### src/rtl/i2c_master_seq.sv
// i2c_master_seq: I2C transaction sequencer upstream of the AUCLK address unit.
// Optional build macro I2C_ACK_CHECK_EN enables slave ACK checking and nack.
module i2c_master_seq #(
    parameter int NB_W      = 4,
    parameter int STOP_HOLD = 1
) (
    input  logic            clk,
    input  logic            rst,
    input  logic            start,
    output logic            ready,
    input  logic [6:0]      addr,
    input  logic            rw,
    input  logic [NB_W-1:0] nbytes,
    input  logic [7:0]      wdata,
    output logic            wnext,
    input  logic            iSDA,
    input  logic            auSDA,
    output logic            go,
    output logic            abit,
    output logic [6:0]      addrIn,
    output logic            oSDA,
    output logic            sclEn,
    output logic [7:0]      rdata,
    output logic            rvalid,
    output logic            done,
    output logic            nack
);

    localparam int HW = $clog2(STOP_HOLD + 1) + 1;

    typedef enum logic [2:0] {
        S_IDLE,
        S_START,
        S_ADDR,
        S_RW,
        S_AACK,
        S_DATA,
        S_DACK,
        S_STOP
    } state_t;

    state_t          state_q, state_d;
    logic [6:0]      addr_q, addr_d;
    logic            rw_q, rw_d;
    logic [NB_W-1:0] cnt_q, cnt_d;
    logic [2:0]      bit_q, bit_d;
    logic [7:0]      sh_q, sh_d;
    logic [HW-1:0]   hold_q, hold_d;
    logic            nack_q, nack_d;
    logic [7:0]      rdata_q, rdata_d;
    logic            rvalid_q, rvalid_d;
    logic            ack_bad;
    logic            last;

`ifdef I2C_ACK_CHECK_EN
    assign ack_bad = iSDA;
`else
    assign ack_bad = 1'b0;
`endif

    assign last = (cnt_q == NB_W'(1));

    always_ff @(posedge clk or negedge rst) begin
        if (!rst) begin
            state_q  <= S_IDLE;
            addr_q   <= '0;
            rw_q     <= 1'b0;
            cnt_q    <= '0;
            bit_q    <= '0;
            sh_q     <= '0;
            hold_q   <= '0;
            nack_q   <= 1'b0;
            rdata_q  <= '0;
            rvalid_q <= 1'b0;
        end else begin
            state_q  <= state_d;
            addr_q   <= addr_d;
            rw_q     <= rw_d;
            cnt_q    <= cnt_d;
            bit_q    <= bit_d;
            sh_q     <= sh_d;
            hold_q   <= hold_d;
            nack_q   <= nack_d;
            rdata_q  <= rdata_d;
            rvalid_q <= rvalid_d;
        end
    end

    always_comb begin
        state_d  = state_q;
        addr_d   = addr_q;
        rw_d     = rw_q;
        cnt_d    = cnt_q;
        bit_d    = bit_q;
        sh_d     = sh_q;
        hold_d   = hold_q;
        nack_d   = nack_q;
        rdata_d  = rdata_q;
        rvalid_d = 1'b0;
        oSDA     = 1'b1;
        go       = 1'b0;
        abit     = 1'b0;
        sclEn    = 1'b0;
        wnext    = 1'b0;
        done     = 1'b0;
        unique case (state_q)
            S_IDLE: begin
                if (start) begin
                    go      = 1'b1;
                    addr_d  = addr;
                    rw_d    = rw;
                    cnt_d   = nbytes;
                    sh_d    = wdata;
                    nack_d  = 1'b0;
                    state_d = S_START;
                end
            end
            S_START: begin
                oSDA    = 1'b0;
                bit_d   = 3'd6;
                state_d = S_ADDR;
            end
            S_ADDR: begin
                abit  = 1'b1;
                sclEn = 1'b1;
                oSDA  = auSDA;
                bit_d = bit_q - 3'd1;
                if (bit_q == 3'd0) state_d = S_RW;
            end
            S_RW: begin
                sclEn   = 1'b1;
                oSDA    = rw_q;
                state_d = S_AACK;
            end
            S_AACK: begin
                sclEn  = 1'b1;
                hold_d = '0;
                bit_d  = 3'd7;
                if (ack_bad) begin
                    nack_d  = 1'b1;
                    state_d = S_STOP;
                end else if (cnt_q == '0) begin
                    state_d = S_STOP;
                end else begin
                    state_d = S_DATA;
                end
            end
            S_DATA: begin
                sclEn = 1'b1;
                if (rw_q) begin
                    sh_d = {sh_q[6:0], iSDA};
                end else begin
                    oSDA = sh_q[7];
                    sh_d = {sh_q[6:0], 1'b0};
                end
                bit_d = bit_q - 3'd1;
                if (bit_q == 3'd0) state_d = S_DACK;
            end
            S_DACK: begin
                sclEn  = 1'b1;
                cnt_d  = cnt_q - 1'b1;
                hold_d = '0;
                bit_d  = 3'd7;
                if (rw_q) begin
                    // Master ACKs every read byte except the last one
                    rdata_d  = sh_q;
                    rvalid_d = 1'b1;
                    oSDA     = last;
                    state_d  = last ? S_STOP : S_DATA;
                end else if (ack_bad) begin
                    nack_d  = 1'b1;
                    state_d = S_STOP;
                end else if (!last) begin
                    wnext   = 1'b1;
                    sh_d    = wdata;
                    state_d = S_DATA;
                end else begin
                    state_d = S_STOP;
                end
            end
            S_STOP: begin
                if (hold_q == HW'(STOP_HOLD)) begin
                    done    = 1'b1;
                    state_d = S_IDLE;
                end else begin
                    oSDA   = 1'b0;
                    hold_d = hold_q + 1'b1;
                end
            end
            default: state_d = S_IDLE;
        endcase
    end

    // addrIn is bypassed during the go cycle so AUCLK loads the new address
    assign addrIn = go ? addr : addr_q;
    assign ready  = (state_q == S_IDLE);
    assign rdata  = rdata_q;
    assign rvalid = rvalid_q;
    assign nack   = nack_q;

endmodule
### config.mk
export PLATFORM = sky130hd
export DESIGN_NAME = i2c_master_seq
export DESIGN_NICKNAME = d
export VERILOG_FILES = /design/src/rtl/i2c_master_seq.sv
export SDC_FILE = /design/constraint.sdc
export NUM_CORES = 1
export LEC_CHECK = 0
export ABC_AREA = 1
export BUFFER_PORTS_ARGS = -buffer_cell sky130_fd_sc_hd__buf_2
export CORE_ASPECT_RATIO = 1.75
export CORE_MARGIN = 10
export CORE_UTILIZATION = 58
export DETAILED_ROUTE_END_ITERATION = 10
export PLACE_DENSITY = 0.95
export SETUP_SLACK_MARGIN = 0.1
export SYNTH_ARGS = -nofsm -noshare
export SYNTH_HDL_FRONTEND = slang
export SYNTH_SLANG_ARGS = --single-unit
export TNS_END_PERCENT = 100
### constraint.sdc
create_clock -name clk -period 2.3 [get_ports clk]
set_input_delay 0.345 -clock clk [delete_from_list [all_inputs] [get_ports clk]]
set_output_delay 0.345 -clock clk [all_outputs]
set_load 0.005 [all_outputs]
==> summary.txt <==
Antenna viol nets, final = 0
Die width = 66.41 um
Commonest non-fill, non-tap cell in the layout = nand2_1
Reg area = 928.4 um2
Number of diodes = 0
Final Routed Wirelength = 5218 um
Adder-Cell Fraction of Synth Area = 0.02862
Area Overhead vs Synth = 13.80%
Starting density of the core = 0.6024
CP Launch Type = flip-flop
Layout Skew = 10.89 ps
Initial DRC count = 102
Tmin final = 2050 ps
Initial antenna violation count = 0
GR Util All Layers = 0.1654
Placement Setup Slack = 450.8 ps
RSZ-0062 raised after global routing = no
Critical Path AT = 1700 ps
Average cell area after synthesis = 8.248 um2
Worst-skew pair later-pin latency = 300 ps
Setup tns final = 0 ps
Fraction of registers with async set or reset after synthesis = 1.000
Yosys Warn Count = 0
Mapped cell area = 2186 um2
Worst R2R Setup Slack = 540 ps
Setup CP Type = flip-flop to output pin
Final worst slack = 250.3 ps
Setup-failing EPs final = 0
Sink Count = 37
Worst r2r src = state_q[2]
Final Power = 3.376 mW
Io pins = 49
Aggregate global routing overflow = 0
Sequential share of the synthesized area = 0.4236
Worst-path maximum fanout = 13
Wire length of the first global-routing pass = 8818 um
Root buf cell = clkbuf_8
Yosys cell types = 29
Max cap viols = 0
Vias in the first global route = 1989
Via density = 5.333
Multi-input gate area = 1032 um2
Worst hold path type = primary input to asynchronous set/reset pin
Dpl hpwl = 3923 um
Clock buffer count from CTS = 5
Pleak = 1.391 nW
Peak VDD IR = 0.9431 mV
Final Max Slew Viols = 0
Final #Nets = 341
Worst r2r path cells = 7
Vias = 1904
TritonCTS clock tree = done
Pwr dens = 1357 nW/um2
Multiplexer share of the synthesized area = 0
Number of synthesized flops with an enable pin = 0
Fmax = 487.9 MHz
FP Rows = 29
Clk slew on worst S/H paths = 80 ps
Drt wl/cell = 14.62 um
Layout cells sized above 1 = 0.2830
H-tree levels = 2
Final Core Density = 0.6855
Clock buffer depth = 2
Main combinational cell family by area after synthesis = simple AND/OR/NAND/NOR gates
Port-buffer cells = 47
Measured slew at the worst slew-check pin = 830.0 ps
Ys flop type = dfrtp_1
Placer Congestion = 0.9050
Synth Instances = 265
Drt drc = 0
Largest net degree at the start of global routing = 38
Syn nets = 295
Rel. slew slack = 0.4466
Initial DRT Pass Iterations = 4
Crit. End Element = output pin
Status = finished clean
Die Area = 6721 um2
Reg2reg end = sh_q[2]
Worst path required time = 1960 ps
Most frequent cells in the layout = 88 x nand2_1, 47 x buf_2, 35 x dfrtp_1
Core area = 3628 um2
Final Hold Fails = 0
Synth Register Bits = 37
Synth Area in Simple Gates = 0.3400
Compound-Gate Fraction of Synth Area = 0.09388
Post-synthesis xor/xnor area fraction = 0.008014
Die H = 101.2 um
Hold_ws = 139.4 ps
Fillers = 298
Fin crit share = 0.8912
[logic make-up (layout without fill, tap and decap cells)]
family,Yosys count,in the layout
and+or+nand+nor,145,145
buffers and inverters,43,89
DFF,37,37
AOI/OAI and AO/OA,32,32
adders and majority gates,5,5
xor gates and xnor gates,2,2
other,1,1
[final cells by class]
type                    instances  area share
multi-input cells             185      0.4150
flip-flops and latches         37      0.3732
repair buffers                 49      0.1006
inverters                      33     0.05181
clock buffers                   6     0.03320
well taps                      46     0.02314
clock inverters                 1    0.003018
[cell usage after synthesis, types with 5 or more instances]
master | count | area, um2
nand2_1 | 88 | 330.3
o21bai_1 | 8 | 60.06
nand3_1 | 9 | 45.04
nand4_1 | 16 | 100.1
nor2_1 | 11 | 41.29
buf_6 | 7 | 78.83
inv_1 | 26 | 97.59
nor2_4 | 5 | 56.30
o21ai_0 | 5 | 25.02
dfrtp_1 | 37 | 925.9
ha_1 | 5 | 62.56
nand2_4 | 7 | 78.83
inv_2 | 5 | 18.77
o21ai_1 | 10 | 50.05
[sequential cells by signal (all words and copies together), names as in the netlist]
signal	cells
rdata	8
sh_q	8
addr_q	7
cnt_q	4
bit_q	3
state_q	3
hold_q	2
rvalid	1
rw_q	1
[per-layer routing]
metal	GRT usage	part of all wire	wire length, um
met1	0.1576	0.34	1793
met2	0.3013	0.55	2890
met3	0.05525	0.074	384
met4	0.08266	0.029	150
met5	0	0	0
[where the power goes]
part           switching (mW)  internal, mW
Clock                   0.237         0.237
Combinational            1.11         0.641
Sequential              0.216         0.938
Total                    1.56          1.82
[critical path, cell delays in order (launching register included)]
cell	delay (ps)
dfrtp_2	540
nor2_4	170
nand2_4	80
inv_4	80
nand2_4	80
inv_2	170
nand2_1	90
nand2_1	80
buf_2	110
[timing repair]
action                     4_1_cts  5_1_grt
hold buffers                     0        0
buffers inserted                 0        0
gates resized for setup          0        2
setup endpoints to repair        0        8
[worst max-delay path by stage]
stage                           from        end  slack, ps  cells after the start
after global placement    state_q[0]       oSDA        500                      8
after CTS                 state_q[0]       oSDA        120                      8
final                     state_q[0]  addrIn[2]        250                      8
after global routing      state_q[0]  addrIn[2]        120                      8
after floorplan           state_q[1]  addrIn[0]        790                      9
after detailed placement  state_q[0]       oSDA        450                      8
[stage by stage]
| stage | cell area [um2] | std cells |
|---|---|---|
| finish | 2487 | 357 |
| global route | 2487 | 357 |
| CTS | 2485 | 357 |
| detailed placement | 2395 | 350 |
| global placement | 2395 | 350 |
| floorplan | 2186 | 265 |
Power figures use the tool's default switching activity.
